===== src/rtl/pe_row_engine.sv =====
// pe_row_engine -- PE-side responder for the activation/weight memory controller.
//
// Consumes the controller's element stream, runs a LANES-wide signed MAC over
// the non-zero elements of a row, paces the controller with cnt and the
// row_finish_done_0/1 and row_cal_done pulses, then drains the LANES partial
// sums one lane per beat over a valid/ready port.
//
// Ports:
//   clk, reset         clock, synchronous active-low reset
//   mode               1: serial weight x parallel act, 0: serial act x parallel weight
//   en                 one-cycle start pulse (ignored outside IDLE)
//   parallel_in        LANES packed operands, lane k at [k*DATA_W +: DATA_W]
//   serial_in          scalar operand shared by all lanes
//   act_index/wei_index informational only
//   row_index          current row, latched into psum_tag at drain entry
//   row_val_num        non-zero element count minus 1
//   zero_flag          row has no non-zero elements
//   cnt                element index currently requested
//   row_finish_done_0  pulse: one weight-loop pass complete
//   row_finish_done_1  pulse: all passes complete (cycle before drain)
//   row_cal_done       pulse: row drained, controller may advance
//   psum_valid/ready   drain handshake
//   psum_data/lane/tag drain payload
//
// Build option: define PSUM_SAT_EN to saturate psum_data to the signed OUT_W
// range; otherwise psum_data is the low OUT_W bits of the accumulator.

module pe_lane #(
  parameter int DATA_W = 8,
  parameter int ACC_W  = 20
) (
  input  logic              clk,
  input  logic              reset,
  input  logic              clr,
  input  logic              mac_en,
  input  logic [DATA_W-1:0] a,
  input  logic [DATA_W-1:0] b,
  output logic [ACC_W-1:0]  acc
);
  logic signed [2*DATA_W-1:0] prod;
  assign prod = $signed(a) * $signed(b);

  // Accumulator wraps at ACC_W; product is sign-extended before the add.
  always_ff @(posedge clk) begin
    if (!reset)      acc <= '0;
    else if (clr)    acc <= '0;
    else if (mac_en) acc <= acc + {{(ACC_W-2*DATA_W){prod[2*DATA_W-1]}}, prod};
  end
endmodule

module pe_row_engine #(
  parameter int DATA_W   = 8,
  parameter int LANES    = 9,
  parameter int IDX_W    = 4,
  parameter int ACC_W    = 20,
  parameter int OUT_W    = 16,
  parameter int PASSES   = 5,
  parameter int LAST_ROW = 13
) (
  input  logic                    clk,
  input  logic                    reset,
  input  logic                    mode,
  input  logic                    en,
  input  logic [LANES*DATA_W-1:0] parallel_in,
  input  logic [DATA_W-1:0]       serial_in,
  input  logic [IDX_W-1:0]        act_index,
  input  logic [IDX_W-1:0]        wei_index,
  input  logic [IDX_W:0]          row_index,
  input  logic [IDX_W-1:0]        row_val_num,
  input  logic                    zero_flag,
  output logic [IDX_W-1:0]        cnt,
  output logic                    row_finish_done_0,
  output logic                    row_finish_done_1,
  output logic                    row_cal_done,
  output logic                    psum_valid,
  input  logic                    psum_ready,
  output logic [OUT_W-1:0]        psum_data,
  output logic [3:0]              psum_lane,
  output logic [IDX_W:0]          psum_tag
);
  localparam logic [1:0] S_IDLE  = 2'd0;
  localparam logic [1:0] S_MAC   = 2'd1;
  localparam logic [1:0] S_PEND  = 2'd2;
  localparam logic [1:0] S_DRAIN = 2'd3;

  // Operands for element k arrive one cycle after cnt=k is driven.
  localparam int STAGES = 1;
  localparam int PASS_W = (PASSES > 1) ? $clog2(PASSES) : 1;

`ifdef PSUM_SAT_EN
  localparam logic signed [ACC_W-1:0] SAT_MAX = {{(ACC_W-OUT_W+1){1'b0}}, {(OUT_W-1){1'b1}}};
  localparam logic signed [ACC_W-1:0] SAT_MIN = ~SAT_MAX;
`endif

  logic [1:0]                     state;
  logic [PASS_W-1:0]              pass_cnt;
  logic                           mode_r;
  logic [STAGES:0]                vld_pipe;
  logic [LANES-1:0][DATA_W-1:0]   par_lanes;
  logic [LANES-1:0][ACC_W-1:0]    acc_all;
  logic                           mac_last, final_pass, beat, last_beat, acc_clr;
  logic                           unused_idx;

  assign unused_idx = ^{act_index, wei_index};
  assign par_lanes  = parallel_in;

  assign mac_last   = (state == S_MAC) && (zero_flag || (cnt == row_val_num));
  assign final_pass = !mode_r || (pass_cnt == PASS_W'(PASSES - 1));
  assign beat       = psum_valid && psum_ready;
  assign last_beat  = beat && (psum_lane == 4'(LANES - 1));
  assign acc_clr    = (state == S_DRAIN) && last_beat;

  // A zero row issues nothing, so the accumulators are untouched.
  assign vld_pipe[0] = (state == S_MAC) && !zero_flag;
  always_ff @(posedge clk) begin
    if (!reset) vld_pipe[STAGES:1] <= '0;
    else        vld_pipe[STAGES:1] <= vld_pipe[STAGES-1:0];
  end

  for (genvar k = 0; k < LANES; k++) begin : g_lane
    pe_lane #(.DATA_W(DATA_W), .ACC_W(ACC_W)) u_lane (
      .clk    (clk),
      .reset  (reset),
      .clr    (acc_clr),
      .mac_en (vld_pipe[STAGES]),
      .a      (serial_in),
      .b      (par_lanes[k]),
      .acc    (acc_all[k])
    );
  end

  function automatic logic [OUT_W-1:0] fmt(input logic signed [ACC_W-1:0] a);
`ifdef PSUM_SAT_EN
    if (a > SAT_MAX)      return SAT_MAX[OUT_W-1:0];
    else if (a < SAT_MIN) return SAT_MIN[OUT_W-1:0];
    else                  return OUT_W'(a);
`else
    return OUT_W'(a);
`endif
  endfunction

  // Accumulators are frozen during DRAIN, so a combinational lane mux gives
  // payload that holds under backpressure and already includes the product
  // that lands on the PEND->DRAIN edge.
  assign psum_data = fmt(acc_all[psum_lane]);

  always_ff @(posedge clk) begin
    if (!reset) begin
      state             <= S_IDLE;
      cnt               <= '0;
      pass_cnt          <= '0;
      mode_r            <= 1'b0;
      row_finish_done_0 <= 1'b0;
      row_finish_done_1 <= 1'b0;
      row_cal_done      <= 1'b0;
      psum_valid        <= 1'b0;
      psum_lane         <= '0;
      psum_tag          <= '0;
    end else begin
      row_finish_done_0 <= 1'b0;
      row_finish_done_1 <= 1'b0;
      row_cal_done      <= 1'b0;
      case (state)
        S_IDLE: begin
          if (en) begin
            mode_r   <= mode;
            cnt      <= '0;
            pass_cnt <= '0;
            state    <= S_MAC;
          end
        end
        S_MAC: begin
          // Pulses are raised for the PEND cycle so row_finish_done_1 lands
          // exactly one cycle ahead of the drain.
          if (mac_last) begin
            state             <= S_PEND;
            row_finish_done_0 <= 1'b1;
            row_finish_done_1 <= final_pass;
          end else begin
            cnt <= cnt + IDX_W'(1);
          end
        end
        S_PEND: begin
          if (final_pass) begin
            state      <= S_DRAIN;
            psum_valid <= 1'b1;
            psum_lane  <= '0;
            psum_tag   <= row_index;
          end else begin
            pass_cnt <= pass_cnt + PASS_W'(1);
            cnt      <= '0;
            state    <= S_MAC;
          end
        end
        default: begin
          if (last_beat) begin
            psum_valid   <= 1'b0;
            row_cal_done <= 1'b1;
            cnt          <= '0;
            pass_cnt     <= '0;
            mode_r       <= mode;
            state        <= (psum_tag == (IDX_W+1)'(LAST_ROW)) ? S_IDLE : S_MAC;
          end else if (beat) begin
            psum_lane <= psum_lane + 4'(1);
          end
        end
      endcase
    end
  end
endmodule


===== config.mk =====
export PLATFORM = sky130hd
export DESIGN_NAME = pe_row_engine
export DESIGN_NICKNAME = d
export VERILOG_FILES = /design/src/rtl/pe_row_engine.sv
export SDC_FILE = /design/constraint.sdc
export NUM_CORES = 2
export LEC_CHECK = 0
export ABC_AREA = 1
export CORE_ASPECT_RATIO = 1.4
export CORE_UTILIZATION = 60
export DETAILED_ROUTE_END_ITERATION = 12
export GPL_ROUTABILITY_DRIVEN = 0
export HOLD_SLACK_MARGIN = 0.06
export PLACE_DENSITY = 0.87
export SETUP_SLACK_MARGIN = 0.1
export SLEW_MARGIN = 20
export SYNTH_ARGS = -nofsm -noshare
export SYNTH_HDL_FRONTEND = slang
export SYNTH_SLANG_ARGS = --single-unit

===== constraint.sdc =====
create_clock -name clk -period 10.4 [get_ports clk]
set_input_delay 3.12 -clock clk [delete_from_list [all_inputs] [get_ports clk]]
set_output_delay 3.12 -clock clk [all_outputs]
set_load 0.005 [all_outputs]

## After elaboration in Yosys (flattened, before gate mapping)

Cells that the tools add are included.

- Register bits: 204
- Input port bits: 103
- Output and inout bits: 33
- Logic and storage cells: 116

- $add $sub $neg: 12
- Multipliers: 9
- Order comparisons: 1
- Equality and inequality tests: 13
- Muxes and demuxes: 29
- Bitwise operators: 4
- Reductions and logical operators: 28

Operators by type and width:

| cell | number |
|---|---|
| 20-bit adder | 9 |
| 8-bit by 8-bit multiplier with 16-bit output | 9 |
| 20-bit binary-select mux with 4-bit select | 1 |
| 4-bit 2-to-1 mux | 7 |
| 16-bit 2-to-1 mux | 1 |
| 4-bit one-hot mux with 3 select lines | 1 |
| 3-bit AND reduction | 4 |
| 4-bit AND reduction | 3 |
| 2-bit inequality test (second input constant) | 5 |
| 3-bit 2-to-1 mux | 3 |
| 3-bit one-hot mux with 3 select lines | 1 |
| 4-bit by 1-bit adder with 4-bit output (second input constant) | 2 |
| 2-bit 2-to-1 mux | 4 |
| 4-bit one-hot mux with 2 select lines | 1 |
| 1-bit 2-to-1 mux | 7 |
| 2-bit one-hot mux with 3 select lines | 1 |
| 2-bit nonzero test | 3 |
| 2-bit OR reduction | 3 |
| 5-bit by 4-bit == test with 1-bit output (second input constant) | 1 |
| 1-bit logical AND | 5 |
| 4-bit by 5-bit < comparator with 1-bit output (second input constant) | 1 |
| 2-bit == test (second input constant) | 2 |
| 4-bit == test | 1 |
| 4-bit == test (second input constant) | 1 |
| 13 further kinds | 20 |

## Logic depth before layout (Yosys ltp)

- Word-level depth: 5
- Gate-level depth with buffers: 35
- Gate-level depth less buffers: 33

## By module

A second synthesis with hierarchy kept.

- Cell total of the unflattened synthesis: 6662
- Area, all modules: 44236.2 um2

Modules (own cells, without submodules):

| module | instances | cells an instance | area each (um2) | seq. area each (um2) |
|---|---|---|---|---|
| pe_lane (g_lane[4].u_lane ...) | 2 | 700 | 4621.9 | 400.4 |
| pe_lane (g_lane[1].u_lane ...) | 2 | 686 | 4599.4 | 400.4 |
| pe_lane (g_lane[7].u_lane) | 1 | 701 | 4697.0 | 400.4 |
| pe_lane (g_lane[3].u_lane) | 1 | 702 | 4653.2 | 400.4 |
| pe_lane (g_lane[6].u_lane) | 1 | 680 | 4609.4 | 400.4 |
| pe_lane (g_lane[0].u_lane) | 1 | 686 | 4601.9 | 400.4 |
| pe_lane (g_lane[8].u_lane) | 1 | 676 | 4593.2 | 400.4 |
| pe_row_engine | 1 | 445 | 2638.8 | 480.5 |

## Worst setup path after synthesis

Ideal clock, no wire load.

- Path type: input port to flip-flop
- Start: input serial_in[6]
- End: register g_lane[8].u_lane.acc[14]
- Setup time: 115 ps
- Arrival time: 8085 ps
- Data required time: 10285 ps
- Path slack: 2200 ps
- Stages on the path: 25
- Path buffers: 2
- Cell sequence: clkbuf_1 buf_1 nand2_1 fa_1 inv_1 fa_1 fa_1 inv_1 fa_1 inv_1 ha_1 nand2_1 nor3b_1 nor3_1 o21ai_0 a31oi_1 xnor2_1 ha_1 a21oi_1 o21ai_0 a21oi_1 o21ai_0 xor2_1 o21ai_0 inv_1

- Word-level cells in the longest chain between the ends: 2

Ends and longest elaborated chain:

| element | line | text |
|---|---|---|
| from (decl) | 65 | `input logic [DATA_W-1:0] serial_in,` |
| 8-bit by 8-bit multiplier with 16-bit output | 41 | `assign prod = $signed(a) * $signed(b);` |
| 20-bit adder | 47 | `else if (mac_en) acc <= acc + {{(ACC_W-2*DATA_W){prod[2*DATA_W-1]}}, prod};` |
| to (signal assigned) | 47 |  |
| to (decl) | 38 | `output logic [ACC_W-1:0] acc` |

No other way between the ends.
A chain may end at the register's enable or synchronous reset.

## Final worst setup path

- Start: input serial_in[0]
- End: register g_lane[8].u_lane.acc[14]

Same word-level chain as after synthesis.

==> results.sh <==
export IMPL_synth_area_leaders="fa_1, inv_1, ha_1"
export IMPL_grt_max_degree=84
export IMPL_power_share_combinational_pct=85.8
export IMPL_htreeDepth=4
export IMPL_placed_cells=6301
export IMPL_hpwlAfterDp_mm=77.3
export IMPL_nNetsFinal=6501
export IMPL_num_antenna_cells=0
export IMPL_outcome="complete, no violations"
export IMPL_async_flop_share_pct=0
export IMPL_synth_cells=5512
export IMPL_clk_latency_ps=470
export IMPL_swShare_pct=56.8
export IMPL_synthToLayoutAreaGrowth_pct=6.11
export IMPL_vdd_ir_drop_max_v=0.000161
export IMPL_drc=0
export IMPL_worst_slack_ps=1680
export IMPL_root_buffer="clkbuf_16"
export IMPL_drt_iter0_markers=2548
export IMPL_cts_resized=0
export IMPL_final_common_cell="inv_1"
export IMPL_slew_headroom_pct=31.7
export IMPL_grt_pass1_wl_mm=161
export IMPL_port_buffers=127
export IMPL_cp_slowest_cell="clkinv_1"
export IMPL_synthFlopType="dfxtp_1"
export IMPL_drv_slew=0
export IMPL_drive_above_1_share_pct=1.91
export IMPL_instances_no_fill=6333
export IMPL_p_leak_nw=23.9
export IMPL_yosysTopAreaCell="fa_1"
export IMPL_layout_common_cells="inv_1, nand2_1, fa_1"
export IMPL_die_height_um=300
export IMPL_min_path_type="flip-flop to flip-flop"
export IMPL_p_seq_share_pct=7.8
export IMPL_fmax_ghz=0.115
export IMPL_min_period_ps=8720
export IMPL_rsz0062_at_grt="false"
export IMPL_tightest_slew_ps=1020
export IMPL_fin_crit_sh_pct=83.9
export IMPL_clkPwrFrac_pct=6.4
export IMPL_grt_pass1_vias=34900
export IMPL_setup_violations_final=0
export IMPL_synth_edff_count=0
export IMPL_clock_skew_ps=14.8
export IMPL_die_w_um=215
export IMPL_yosysTopAreaCellShare_pct=26.5
export IMPL_antenna_found_initial=0
export IMPL_start_util_pct=60.5
export IMPL_synth_area_um2=38100
export IMPL_synth_warnings=0
export IMPL_netlist_cell_type_count=52
export IMPL_critPathMaxStageDelay_ps=720
export IMPL_worstPathRequired_ps=10760
export IMPL_fin_setup_tns_ps=0
export IMPL_p_switching_mw=6.14
export IMPL_routedWlPerCell_um=15.1
export IMPL_cts_path_max_buffers=2
export IMPL_path_clk_slew_ps=70
export IMPL_gr_total_overflow=0
export IMPL_die_area_um2=64600
export IMPL_wirelength_mm=95.7
export IMPL_vias_per_cell=5.39
export IMPL_grt_usage_pct=30.5
export IMPL_synth_seq_cells=168
export IMPL_cts_sinks=168
export IMPL_core_area_um2=63000
export IMPL_path_delay_family="adder cells"
export IMPL_yosysSeqAreaShare_pct=8.82
export IMPL_hold_buffers=0
export IMPL_vias=34100
export IMPL_powerDensity_nw_per_um2=267
export IMPL_place_ws_ps=1220
export IMPL_synth_fp_nets=6525
export IMPL_final_core_util_pct=64.2
export IMPL_start_kind="primary input"
export IMPL_worst_path_buf_inv=6
export IMPL_avgSynthCellArea_um2=6.92
export IMPL_intPower_mw=4.67
export IMPL_rows=109
export IMPL_hold_viol=0
export IMPL_numCtsBuffers=17
export IMPL_cp_end_kind="flip-flop"
export IMPL_crit_arrival_ps=9080
export IMPL_cap_violations=0
export IMPL_cts_tree="done"
export IMPL_path_class="primary input to flip-flop"
export IMPL_final_antenna_net_count=0
export IMPL_first_pass_iters=7
export IMPL_post_cts_setup_buffers=0
export IMPL_worstPathMaxFanout=9
export IMPL_num_io_pins=136
## tightest hold or removal path, delay by kind of cell (launching register included)
kind	cells	cell delay, ps
compound gates	1	50
flops	1	330
simple gates	1	70
## area by class of cell
class                   count  area, µm²
well taps                 832       1040
multi-input cells        3616      28100
repair buffers            158       1540
flip-flops and latches    168       3370
inverters                1527       5740
clock inverters            12        164
fillers                  5335      22600
clock buffers              20        447
## Yosys cell counts (9+ instances only)
cell	number
nand2_1	1171
buf_2	17
a31o_2	12
dfxtp_1	168
a211oi_1	11
nand3_1	213
a21o_1	14
o41ai_1	9
ha_1	406
xor2_1	110
a21oi_1	332
o21ai_0	245
inv_1	1521
o21a_1	11
a31oi_1	10
o211ai_1	27
nor2_1	323
fa_1	504
o21bai_1	15
nor3_1	15
clkbuf_2	60
xnor2_1	99
nand3b_1	9
buf_1	13
clkbuf_1	107
nand4_1	32
## stage by stage
step,hold WS [ps],power (mW),area (µm²)
3_3_place_gp,466,9.73,39800
5_1_grt,508,12.1,40400
2_1_floorplan,455,8.00,38100
3_5_place_dp,477,9.97,39800
6_report,490,10.8,40400
4_1_cts,488,10.8,40400
## logic make-up after synthesis
logic type	synth area share [%]
simple gates	18.8
buf+inv	17.3
fa+ha+maj	39.8
compound gates	10.5
xor+xnor	4.80
flops	8.82
## power groups by stage
stage	registers, mW	clock network, mW	logic [mW]
after floorplan	0.810	0	7.19
after global placement	0.851	0	8.88
after detailed placement	0.854	0	9.11
after CTS	0.839	0.695	9.22
after global routing	0.849	0.721	10.5
final	0.842	0.696	9.28
## state kept, by name, indices dropped and copies added (netlist names)
| signal | flops |
|---|---|
| vld_pipe | 1 |
| row_finish_done_1 | 1 |
| psum_lane | 4 |
| psum_valid | 1 |
| pass_cnt | 3 |
| mode_r | 1 |
| cnt | 4 |
| row_finish_done_0 | 1 |
| psum_tag | 5 |
| g_lane.u_lane.acc | 144 |
| state | 2 |
| row_cal_done | 1 |
## layer usage
metal	vias up	track usage [%]	wire, µm
met2	1174	55.3	48200
met5	-	0	0
met3	381	4.10	6240
met4	0	17.7	5860
met1	16100	34.1	35400
li1	16400	-	-
## path summary, 6_finish.rpt
path	start	endpoint	slack, ps	depth (start not counted)
max	serial_in[0]	g_lane[8].u_lane.acc[14]	1680	25
min	g_lane[1].u_lane.acc[0]	g_lane[1].u_lane.acc[0]	490	2
max reg2reg	psum_lane[0]	g_lane[4].u_lane.acc[5]	6730	11
min reg2reg	g_lane[1].u_lane.acc[0]	g_lane[1].u_lane.acc[0]	490	2
No activity file was read; power rests on OpenSTA's default activity.
